**src/rtl/decode_stage_pkg.sv**
```systemverilog
// Shared definitions for the RV32I(M) decode stage: opcodes, ALU codes,
// operand-source types and the decoded bundle carried through the FIFO.
package decode_stage_pkg;

    localparam int ENABLE  = 1;
    localparam int DISABLE = 0;

    localparam logic [6:0] OPC_LUI    = 7'b0110111;
    localparam logic [6:0] OPC_AUIPC  = 7'b0010111;
    localparam logic [6:0] OPC_JAL    = 7'b1101111;
    localparam logic [6:0] OPC_JALR   = 7'b1100111;
    localparam logic [6:0] OPC_BRANCH = 7'b1100011;
    localparam logic [6:0] OPC_LOAD   = 7'b0000011;
    localparam logic [6:0] OPC_STORE  = 7'b0100011;
    localparam logic [6:0] OPC_OPIMM  = 7'b0010011;
    localparam logic [6:0] OPC_OP     = 7'b0110011;
    localparam logic [6:0] OPC_SYSTEM = 7'b1110011;

    localparam logic [31:0] ECALL_WORD = 32'h0000_0073;

    localparam logic [5:0] ALU_LUI    = 6'd0;
    localparam logic [5:0] ALU_JAL    = 6'd1;
    localparam logic [5:0] ALU_JALR   = 6'd2;
    localparam logic [5:0] ALU_BEQ    = 6'd3;
    localparam logic [5:0] ALU_BNE    = 6'd4;
    localparam logic [5:0] ALU_BLT    = 6'd5;
    localparam logic [5:0] ALU_BGE    = 6'd6;
    localparam logic [5:0] ALU_BLTU   = 6'd7;
    localparam logic [5:0] ALU_BGEU   = 6'd8;
    localparam logic [5:0] ALU_LB     = 6'd9;
    localparam logic [5:0] ALU_LH     = 6'd10;
    localparam logic [5:0] ALU_LW     = 6'd11;
    localparam logic [5:0] ALU_LBU    = 6'd12;
    localparam logic [5:0] ALU_LHU    = 6'd13;
    localparam logic [5:0] ALU_SB     = 6'd14;
    localparam logic [5:0] ALU_SH     = 6'd15;
    localparam logic [5:0] ALU_SW     = 6'd16;
    localparam logic [5:0] ALU_ADD    = 6'd17;
    localparam logic [5:0] ALU_SUB    = 6'd18;
    localparam logic [5:0] ALU_SLT    = 6'd19;
    localparam logic [5:0] ALU_SLTU   = 6'd20;
    localparam logic [5:0] ALU_XOR    = 6'd21;
    localparam logic [5:0] ALU_OR     = 6'd22;
    localparam logic [5:0] ALU_AND    = 6'd23;
    localparam logic [5:0] ALU_SLL    = 6'd24;
    localparam logic [5:0] ALU_SRL    = 6'd25;
    localparam logic [5:0] ALU_SRA    = 6'd26;
    localparam logic [5:0] ALU_NOP    = 6'd27;
    localparam logic [5:0] ALU_MUL    = 6'd32;
    localparam logic [5:0] ALU_MULH   = 6'd33;
    localparam logic [5:0] ALU_MULHSU = 6'd34;
    localparam logic [5:0] ALU_MULHU  = 6'd35;
    localparam logic [5:0] ALU_DIV    = 6'd36;
    localparam logic [5:0] ALU_DIVU   = 6'd37;
    localparam logic [5:0] ALU_REM    = 6'd38;
    localparam logic [5:0] ALU_REMU   = 6'd39;

    typedef enum logic [1:0] {
        OP_TYPE_NONE = 2'd0,
        OP_TYPE_REG  = 2'd1,
        OP_TYPE_IMM  = 2'd2,
        OP_TYPE_PC   = 2'd3
    } op_type_e;

    typedef struct packed {
        logic [4:0]  srcreg1_num;
        logic [4:0]  srcreg2_num;
        logic [4:0]  dstreg_num;
        logic [31:0] imm;
        logic [5:0]  alucode;
        op_type_e    aluop1_type;
        op_type_e    aluop2_type;
        logic        reg_wren;
        logic        is_load;
        logic        is_store;
        logic        is_halt;
        logic        is_illegal;
    } bundle_t;

    // funct3 of an M-extension OP instruction selects one of eight ALU codes
    function automatic logic [5:0] mAluCode(input logic [2:0] f3);
        logic [5:0] code;
        case (f3)
            3'd0:    code = ALU_MUL;
            3'd1:    code = ALU_MULH;
            3'd2:    code = ALU_MULHSU;
            3'd3:    code = ALU_MULHU;
            3'd4:    code = ALU_DIV;
            3'd5:    code = ALU_DIVU;
            3'd6:    code = ALU_REM;
            default: code = ALU_REMU;
        endcase
        return code;
    endfunction

endpackage

```
**src/rtl/decode_stage_decode.sv**
```systemverilog
// Purely combinational RV32I(M) decoder: instruction word to decoded bundle,
// including illegal-encoding and ECALL detection.
module rv_decode_comb
    import decode_stage_pkg::*;
#(
    parameter int ENABLE_M = 1
) (
    input  logic [31:0] i_ir,
    output bundle_t     o_bundle
);

    logic [6:0]  w_opcode;
    logic [2:0]  w_f3;
    logic [6:0]  w_f7;
    logic [4:0]  w_rs1;
    logic [4:0]  w_rs2;
    logic [4:0]  w_rd;
    logic [31:0] w_immI;
    logic [31:0] w_immSh;
    logic [31:0] w_immS;
    logic [31:0] w_immB;
    logic [31:0] w_immJ;
    logic [31:0] w_immU;
    logic        w_legal;
    logic        w_writes;
    bundle_t     w_bundle;

    assign w_opcode = i_ir[6:0];
    assign w_rd     = i_ir[11:7];
    assign w_f3     = i_ir[14:12];
    assign w_rs1    = i_ir[19:15];
    assign w_rs2    = i_ir[24:20];
    assign w_f7     = i_ir[31:25];

    assign w_immI  = {{20{i_ir[31]}}, i_ir[31:20]};
    assign w_immSh = {27'b0, i_ir[24:20]};
    assign w_immS  = {{20{i_ir[31]}}, i_ir[31:25], i_ir[11:7]};
    assign w_immB  = {{19{i_ir[31]}}, i_ir[31], i_ir[7], i_ir[30:25], i_ir[11:8], 1'b0};
    assign w_immJ  = {{11{i_ir[31]}}, i_ir[31], i_ir[19:12], i_ir[20], i_ir[30:21], 1'b0};
    assign w_immU  = {i_ir[31:12], 12'b0};

    // Decode by opcode; anything unrecognised collapses to an all-zero illegal bundle
    always_comb begin
        w_bundle = '0;
        w_legal  = 1'b1;
        w_writes = 1'b0;
        case (w_opcode)
            OPC_LUI: begin
                w_bundle.alucode     = ALU_LUI;
                w_bundle.aluop2_type = OP_TYPE_IMM;
                w_bundle.imm         = w_immU;
                w_writes             = 1'b1;
            end
            OPC_AUIPC: begin
                w_bundle.alucode     = ALU_ADD;
                w_bundle.aluop1_type = OP_TYPE_IMM;
                w_bundle.aluop2_type = OP_TYPE_PC;
                w_bundle.imm         = w_immU;
                w_writes             = 1'b1;
            end
            OPC_JAL: begin
                w_bundle.alucode     = ALU_JAL;
                w_bundle.aluop2_type = OP_TYPE_PC;
                w_bundle.imm         = w_immJ;
                w_writes             = 1'b1;
            end
            OPC_JALR: begin
                w_bundle.alucode     = ALU_JALR;
                w_bundle.srcreg1_num = w_rs1;
                w_bundle.aluop1_type = OP_TYPE_REG;
                w_bundle.aluop2_type = OP_TYPE_IMM;
                w_bundle.imm         = w_immI;
                w_writes             = 1'b1;
                w_legal              = (w_f3 == 3'b000);
            end
            OPC_BRANCH: begin
                w_bundle.srcreg1_num = w_rs1;
                w_bundle.srcreg2_num = w_rs2;
                w_bundle.aluop1_type = OP_TYPE_REG;
                w_bundle.aluop2_type = OP_TYPE_REG;
                w_bundle.imm         = w_immB;
                case (w_f3)
                    3'b000:  w_bundle.alucode = ALU_BEQ;
                    3'b001:  w_bundle.alucode = ALU_BNE;
                    3'b100:  w_bundle.alucode = ALU_BLT;
                    3'b101:  w_bundle.alucode = ALU_BGE;
                    3'b110:  w_bundle.alucode = ALU_BLTU;
                    3'b111:  w_bundle.alucode = ALU_BGEU;
                    default: w_legal = 1'b0;
                endcase
            end
            OPC_LOAD: begin
                w_bundle.srcreg1_num = w_rs1;
                w_bundle.aluop1_type = OP_TYPE_REG;
                w_bundle.aluop2_type = OP_TYPE_IMM;
                w_bundle.imm         = w_immI;
                w_bundle.is_load     = 1'b1;
                w_writes             = 1'b1;
                case (w_f3)
                    3'b000:  w_bundle.alucode = ALU_LB;
                    3'b001:  w_bundle.alucode = ALU_LH;
                    3'b010:  w_bundle.alucode = ALU_LW;
                    3'b100:  w_bundle.alucode = ALU_LBU;
                    3'b101:  w_bundle.alucode = ALU_LHU;
                    default: w_legal = 1'b0;
                endcase
            end
            OPC_STORE: begin
                w_bundle.srcreg1_num = w_rs1;
                w_bundle.srcreg2_num = w_rs2;
                w_bundle.aluop1_type = OP_TYPE_REG;
                w_bundle.aluop2_type = OP_TYPE_IMM;
                w_bundle.imm         = w_immS;
                w_bundle.is_store    = 1'b1;
                case (w_f3)
                    3'b000:  w_bundle.alucode = ALU_SB;
                    3'b001:  w_bundle.alucode = ALU_SH;
                    3'b010:  w_bundle.alucode = ALU_SW;
                    default: w_legal = 1'b0;
                endcase
            end
            OPC_OPIMM: begin
                w_bundle.srcreg1_num = w_rs1;
                w_bundle.aluop1_type = OP_TYPE_REG;
                w_bundle.aluop2_type = OP_TYPE_IMM;
                w_bundle.imm         = w_immI;
                w_writes             = 1'b1;
                case (w_f3)
                    3'b000: w_bundle.alucode = ALU_ADD;
                    3'b010: w_bundle.alucode = ALU_SLT;
                    3'b011: w_bundle.alucode = ALU_SLTU;
                    3'b100: w_bundle.alucode = ALU_XOR;
                    3'b110: w_bundle.alucode = ALU_OR;
                    3'b111: w_bundle.alucode = ALU_AND;
                    3'b001: begin
                        w_bundle.alucode = ALU_SLL;
                        w_bundle.imm     = w_immSh;
                        w_legal          = (w_f7 == 7'b0000000);
                    end
                    default: begin
                        w_bundle.imm = w_immSh;
                        if (w_f7 == 7'b0000000) begin
                            w_bundle.alucode = ALU_SRL;
                        end else if (w_f7 == 7'b0100000) begin
                            w_bundle.alucode = ALU_SRA;
                        end else begin
                            w_legal = 1'b0;
                        end
                    end
                endcase
            end
            OPC_OP: begin
                w_bundle.srcreg1_num = w_rs1;
                w_bundle.srcreg2_num = w_rs2;
                w_bundle.aluop1_type = OP_TYPE_REG;
                w_bundle.aluop2_type = OP_TYPE_REG;
                w_writes             = 1'b1;
                if (w_f7 == 7'b0000000) begin
                    case (w_f3)
                        3'b000:  w_bundle.alucode = ALU_ADD;
                        3'b001:  w_bundle.alucode = ALU_SLL;
                        3'b010:  w_bundle.alucode = ALU_SLT;
                        3'b011:  w_bundle.alucode = ALU_SLTU;
                        3'b100:  w_bundle.alucode = ALU_XOR;
                        3'b101:  w_bundle.alucode = ALU_SRL;
                        3'b110:  w_bundle.alucode = ALU_OR;
                        default: w_bundle.alucode = ALU_AND;
                    endcase
                end else if (w_f7 == 7'b0100000 && w_f3 == 3'b000) begin
                    w_bundle.alucode = ALU_SUB;
                end else if (w_f7 == 7'b0100000 && w_f3 == 3'b101) begin
                    w_bundle.alucode = ALU_SRA;
                end else if (w_f7 == 7'b0000001 && ENABLE_M != DISABLE) begin
                    w_bundle.alucode = mAluCode(w_f3);
                end else begin
                    w_legal = 1'b0;
                end
            end
            OPC_SYSTEM: begin
                if (i_ir == ECALL_WORD) begin
                    w_bundle.alucode = ALU_NOP;
                    w_bundle.is_halt = 1'b1;
                end else begin
                    w_legal = 1'b0;
                end
            end
            default: w_legal = 1'b0;
        endcase
        w_bundle.dstreg_num = w_writes ? w_rd : 5'd0;
        w_bundle.reg_wren   = w_writes && (w_rd != 5'd0);
        if (!w_legal) begin
            w_bundle            = '0;
            w_bundle.is_illegal = 1'b1;
        end
    end

    assign o_bundle = w_bundle;

endmodule

```
**src/rtl/decode_stage.sv**
```systemverilog
// Registered decode stage: decodes the fetched instruction and buffers the
// bundle with its PC in a small FIFO with valid/ready on both sides and flush.
module decode_stage
    import decode_stage_pkg::*;
#(
    parameter int ENABLE_M   = 1,
    parameter int FIFO_DEPTH = 2,
    parameter int PC_W       = 32
) (
    input  logic            clk,
    input  logic            rst,
    input  logic            flush,
    input  logic            in_valid,
    output logic            in_ready,
    input  logic [31:0]     in_ir,
    input  logic [PC_W-1:0] in_pc,
    output logic            out_valid,
    input  logic            out_ready,
    output logic [PC_W-1:0] out_pc,
    output logic [4:0]      srcreg1_num,
    output logic [4:0]      srcreg2_num,
    output logic [4:0]      dstreg_num,
    output logic [31:0]     imm,
    output logic [5:0]      alucode,
    output logic [1:0]      aluop1_type,
    output logic [1:0]      aluop2_type,
    output logic            reg_wren,
    output logic            is_load,
    output logic            is_store,
    output logic            is_halt,
    output logic            is_illegal
);

    localparam int AW = $clog2(FIFO_DEPTH);

    bundle_t         r_mem   [FIFO_DEPTH];
    logic [PC_W-1:0] r_pcMem [FIFO_DEPTH];
    logic [AW:0]     r_wptr;
    logic [AW:0]     r_rptr;
    logic            r_active;

    bundle_t         w_decoded;
    bundle_t         w_head;
    logic            w_full;
    logic            w_empty;
    logic            w_push;
    logic            w_pop;

    rv_decode_comb #(
        .ENABLE_M(ENABLE_M)
    ) u_decode (
        .i_ir    (in_ir),
        .o_bundle(w_decoded)
    );

    // The wrap bit tells full (same index, different lap) from empty (identical pointers)
    assign w_empty = (r_wptr == r_rptr);
    assign w_full  = (r_wptr[AW] != r_rptr[AW]) && (r_wptr[AW-1:0] == r_rptr[AW-1:0]);

    assign in_ready  = r_active && !w_full;
    assign out_valid = !w_empty;
    assign w_push    = in_valid && in_ready && !flush && !rst;
    assign w_pop     = out_valid && out_ready;

    // Pointer and ready-enable state; reset beats flush, flush beats push/pop
    always_ff @(posedge clk) begin
        if (rst) begin
            r_wptr   <= '0;
            r_rptr   <= '0;
            r_active <= 1'b0;
        end else begin
            r_active <= 1'b1;
            if (flush) begin
                r_wptr <= '0;
                r_rptr <= '0;
            end else begin
                if (w_push) begin
                    r_wptr <= r_wptr + (AW+1)'(1);
                end
                if (w_pop) begin
                    r_rptr <= r_rptr + (AW+1)'(1);
                end
            end
        end
    end

    // Storage needs no reset: an empty FIFO never exposes its contents
    always_ff @(posedge clk) begin
        if (w_push) begin
            r_mem[r_wptr[AW-1:0]]   <= w_decoded;
            r_pcMem[r_wptr[AW-1:0]] <= in_pc;
        end
    end

    assign w_head = w_empty ? '0 : r_mem[r_rptr[AW-1:0]];
    assign out_pc = w_empty ? '0 : r_pcMem[r_rptr[AW-1:0]];

    assign srcreg1_num = w_head.srcreg1_num;
    assign srcreg2_num = w_head.srcreg2_num;
    assign dstreg_num  = w_head.dstreg_num;
    assign imm         = w_head.imm;
    assign alucode     = w_head.alucode;
    assign aluop1_type = w_head.aluop1_type;
    assign aluop2_type = w_head.aluop2_type;
    assign reg_wren    = w_head.reg_wren;
    assign is_load     = w_head.is_load;
    assign is_store    = w_head.is_store;
    assign is_halt     = w_head.is_halt;
    assign is_illegal  = w_head.is_illegal;

endmodule

```
**config.mk**
```make
export PLATFORM = sky130hd
export DESIGN_NAME = decode_stage
export DESIGN_NICKNAME = d
export VERILOG_FILES = /design/src/rtl/decode_stage_pkg.sv /design/src/rtl/decode_stage_decode.sv /design/src/rtl/decode_stage.sv
export SDC_FILE = /design/constraint.sdc
export NUM_CORES = 1
export LEC_CHECK = 0
export BUFFER_PORTS_ARGS = -buffer_cell sky130_fd_sc_hd__buf_2
export CAP_MARGIN = 20
export CORE_MARGIN = 2
export CORE_UTILIZATION = 40
export DETAILED_ROUTE_END_ITERATION = 6
export GPL_TIMING_DRIVEN = 0
export PLACE_DENSITY = 0.69
export SYNTH_ARGS = -nofsm -noshare
export SYNTH_HDL_FRONTEND = slang
export SYNTH_SLANG_ARGS = --single-unit
```
**constraint.sdc**
```tcl
create_clock -name clk -period 7 [get_ports clk]
set_input_delay 0.35 -clock clk [delete_from_list [all_inputs] [get_ports clk]]
set_output_delay 0.35 -clock clk [all_outputs]
set_load 0.01 [all_outputs]
```
Word level (Yosys, flattened, before mapping). Memories as Yosys holds them, arrays and structs flattened. A register that Yosys moved wholly into a read port is not among the register bits. Index checks and enable logic that the tools add are counted.

Flip-flop bits (word level): 5. Memory bits (writable): 188. Input bits: 69. Output and inout port bits: 96. Word-level logic and storage cells: 107. Memories kept: 2.

$add $sub $neg: 2. Equality and inequality tests: 23. Mux-type cells: 47. Reductions and logical operators: 30.

Memory list: r_mem (depth 2, width 62, rd ports 1, clocked after memory_dff 1, wr ports 1, RTL line decode_stage.sv:36) `bundle_t r_mem [FIFO_DEPTH];`; r_pcMem (depth 2, width 32, rd ports 1, clocked after memory_dff 1, wr ports 1, RTL line decode_stage.sv:37) `logic [PC_W-1:0] r_pcMem [FIFO_DEPTH];`.

Operators by type and width (count): case mux 32 bit (6 select lines) (1); two-way mux 62 bit (2); two-way mux 32 bit (2); case mux 6 bit (9 select lines) (1); case mux 6 bit (7 select lines) (1); equality test 32 x 7 -> 1 bit (second input constant) (1); two-way mux 5 bit (6); equality test 7 x 6 -> 1 bit (second input constant) (4); equality test 7 bit (second input constant) (4); case mux 4 bit (7 select lines) (1); two-way mux 6 bit (4); case mux 4 bit (6 select lines) (1); two-way mux 1 bit (21); case mux 3 bit (7 select lines) (1); case mux 4 bit (5 select lines) (1); OR reduction 6 bit (3); case mux 5 bit (3 select lines) (1); equality test 7 x 5 -> 1 bit (second input constant) (2); equality test 3 bit (second input constant) (4); OR reduction 2 bit (5); OR reduction 5 bit (2); logical AND 1 bit (9); OR reduction 3 bit (3); case mux 1 bit (8 select lines) (1); other kinds (16) (21).

Logic depth before layout (Yosys ltp).
Depth in word-level cells: 9. Depth in mapped cells: 10. Mapped depth without buffers: 7.

Cells and area by module. A second synthesis with hierarchy kept.

Cells, all modules: 708. Area, all modules: 8966.1 um^2.

Modules (own cells, without submodules): decode_stage (times used 1, cells an instance 436, area an instance 7382.1 um^2, sequential area each 5765.5 um^2); rv_decode_comb (times used 1, cells an instance 272, area an instance 1584.0 um^2, sequential area each 0.0 um^2).

Least setup slack after synthesis. Ideal clock, no wire load.

Kind: register -> register. From: register r_rptr[0]. To: memory r_mem[1][0] in the netlist's numbering, enable pin. Library setup time: 550 ps. Data arrival time: 5024 ps. Data required time: 6450 ps. Slack: 1426 ps. Stages on the path, launching flop included: 5. Buffers on the path: 0. Period minus slack after synthesis: 5574 ps. Path through: dfxtp_1 -> xor2_1 -> o211ai_1 -> or3_1 -> nor2_1.

Longest elaborated chain between the ends: 9.

Ends and longest elaborated chain: start: declaration (RTL line decode_stage.sv:39) `logic [AW:0] r_rptr;`; start signal: assignment (RTL line decode_stage.sv:81) `r_rptr <= r_rptr + (AW+1)'(1);`; equality test 1 bit (RTL line decode_stage.sv:58) `assign w_full = (r_wptr[AW] != r_rptr[AW]) && (r_wptr[AW-1:0] == r_rptr[AW-1:0]);`; logical AND 1 bit (RTL line decode_stage.sv:58); logical NOT 1 bit (RTL line decode_stage.sv:60) `assign in_ready = r_active && !w_full;`; logical AND 1 bit (RTL line decode_stage.sv:60); logical AND 1 bit (3 in a row) (RTL line decode_stage.sv:62) `assign w_push = in_valid && in_ready && !flush && !rst;`; two-way mux 1 bit (RTL line decode_stage.sv:89) `if (w_push) begin`; two-way mux 1 bit (implied by the code) (RTL line decode_stage.sv:90) `r_mem[r_wptr[AW-1:0]] <= w_decoded;`; end: declaration (RTL line decode_stage.sv:36).

Every way passes these cells.

==> run metrics <==
crit-path most repeated cell buf_1; Peak VDD IR ~150 µV; R2R depth 5; final hold vios 0; warnings from Yosys 0; Fin Hold WS 0.1161 ns; # nets final between 900 and 1,000; Worst EP arrival approximately 2.7 ns; Tcrit/Tclk final 0.4356; IO Port Bufs 160; root buf cell clkbuf_16; Via Count 6,067; synth top area cells edfxtp_1, mux2i_1, nor2_1; row cnt 54; Worst Path Max Fanout 10; CTS sink count 194; Slew HR 0.4633; DR WL/cell 18.60 µm; CP Class register to output port; total clock buffers created by CTS 17; RSZ-0062 raised after global routing no; Avg Inst Size Synth 13.10 µm²; fmax approximately 330 MHz; Final setup viols 0; # H-tree levels 4; Critical Path Max Stage Delay between 0.6 and 0.7 ns; Crit. End Element output port; Hold Path Origin in_pc[24]; GRT Overall Usage 0.1810; area grow syn2layout 20.97%; power density over the cells 218.6 nW/µm²; setup bufs post-CTS 0; FF+latch count, synth between 150 and 200; RR Endpoint r_mem[1][57]; ys flop type edfxtp_1; Placeable Area ~22,000 µm²; max cap viols 0; via count of the first global-routing pass roughly 5,800; Post-DP Area between 10,000 and 15,000 µm²; layout cell share with drive strength beyond 1 0.2743; Endpoint, Worst Hold r_pcMem[1][24]; die area around 23,000 µm²; Worst-Skew Late Latency between 0.4 and 0.5 ns; dominant cell type by area after synthesis edfxtp_1; Die Height about 150 µm; global route total overflow 0; R2R setup slack roughly 4.6 ns; drc violations 0; TritonRoute pass-1 iters 7; distinct cell type count after synthesis between 60 and 70; Routed Antenna Nets 0; vias per cell 5.239; min Tclk post-route between 3 and 4 ns; slew of the pin with the lowest slew margin 0.8051 ns; post-synthesis cell area about 9000 µm²; Hold Path Class input port to register; CP required 6.65 ns; outcome completed; Routed WL ~22,000 µm; # fillers 1,958; initial antenna violation count 3; design area about 11,000 µm²; crit path max-delay cell type buf_1; hold path cells 1; Final Skew roughly 0.01 ns; largest net degree at the start of global routing 32; first-pass GRT wire length 32,460 µm; Detailed Place HPWL 15,540 µm; Die X 153.1 µm; asr flop ratio synth 0; initial core utilization 0.4077; Clock transition at path regs about 0.060 ns; gp weighted congestion just over 0.9; max-slew violations 0; Critical Path Source Type register; post-cts resize count 0; drt initial violations 489; worst r2r src r_wptr[0]; Post-Synthesis Cells between 600 and 700; post-synth top area share 0.6345; Synth Net Count 748; Post-synth EDFFs around 190; Seq/Total Area, Yosys 0.6480; # hold bufs at CTS 0; clock buffer depth 2; Pleak around 0.0037 µW; TritonCTS clock tree built; multi-input logic area roughly 2900 µm²; I/O pin count between 150 and 200; Sequential cell area between 5000 and 6000 µm²; CP cell instances clkbuf_1, buf_1, buf_1, mux2i_1, nor2_1, buf_2
==> flip-flops by register name, indices dropped and copies added, names as in the netlist, named ones only <==
name and count:
r_mem 124, r_pcMem 64, r_rptr 2, r_wptr 2, r_active 1
==> how the worst max path moves through the flow <==
stage / startpoint / to / slack (ns) / cells after the start
2_1_floorplan: r_rptr[0] / r_mem[1][0] / 1.43 / 4
3_3_place_gp: r_rptr[0] / r_mem[1][26] / -0.97 / 4
3_5_place_dp: in_ir[5] / r_mem[0][7] / 4.27 / 9
4_1_cts: r_wptr[0] / out_pc[27] / 3.80 / 6
5_1_grt: r_wptr[0] / out_pc[6] / 3.67 / 6
6_report: register / srcreg1_num[0] / 3.95 / 6
==> cell type report <==
class,instances,area share
Antenna cell,3,0.0006975
Buffer,41,0.01918
Clock buffer,19,0.04022
Clock inverter,11,0.01221
Inverter,11,0.003836
Multi-Input combinational cell,433,0.2694
Sequential cell,194,0.5357
Tap cell,280,0.03255
Timing Repair Buffer,166,0.08626
==> per-layer routing <==
metal	wire, µm	share of wire	vias to the layer above	global-route usage
li1	-	-	2882	-
met1	9416	0.44	2916	0.2412
met2	10410	0.48	247	0.2991
met3	1404	0.065	22	0.04196
met4	315	0.015	0	0.04850
met5	0	0	-	0
==> power by group <==
part / internal, µW / switching (µW) / total, µW
Clock: 527 / 414 / 941
Combinational: 47.8 / 91.1 / 139
Sequential: 1270 / 2.11 / 1270
Total: 1840 / 507 / 2350
==> metrics by stage <==
step	cells	power (µW)	TNS, ns	setup WS (ns)	utilization
floorplan	679	1374	0	1.426	-
global placement	1119	1434	-171.60	-0.9732	0.4604
detailed placement	1125	1436	0	4.270	0.4670
CTS	1155	2377	0	3.804	0.4928
global route	1157	2438	0	3.665	0.4931
finish	1158	2352	0	3.951	0.4932
==> placed cells by master (no fill, tap or decap), types with 10 or more instances in the layout <==
cell | netlist | final
nand2_1 | 18 | 18
and2_1 | 10 | 10
and3_1 | 15 | 15
o21ai_0 | 14 | 14
edfxtp_1 | 188 | 188
nor2_4 | 19 | 21
buf_2 | 6 | 166
a21oi_1 | 33 | 33
mux2i_1 | 94 | 94
clkbuf_16 | 0 | 17
nor2_1 | 129 | 127
clkbuf_1 | 22 | 24
nor3_1 | 13 | 13
==> cells by family after synthesis <==
kind of cell,after synthesis,share of synthesized area
AO/OA/AOI/OAI,81,0.05836
XOR/XNOR,12,0.01181
buffers and inverters,52,0.02784
flip-flops,194,0.6480
multiplexers,94,0.1058
AND/OR/NAND/NOR,246,0.1482
==> critical path: cells and delay by family (launching register included) <==
| kind | cells | cell delay, ns |
|---|---|---|
| simple gates | 1 | 0.07 |
| buf+inv | 4 | 1.58 |
| mux | 1 | 0.33 |
| flops | 1 | 0.31 |
==> synth_stat cells, drive strengths merged (7+ instances only) <==
cell type / instances
xnor2: 7
inv: 11
nor3: 15
o21ai: 15
buf: 18
and3: 15
a21oi: 33
nor2: 149
and2: 11
nand3: 8
mux2i: 94
edfxtp: 188
clkbuf: 23
nand2: 18
Power figures use the tool's default switching activity.
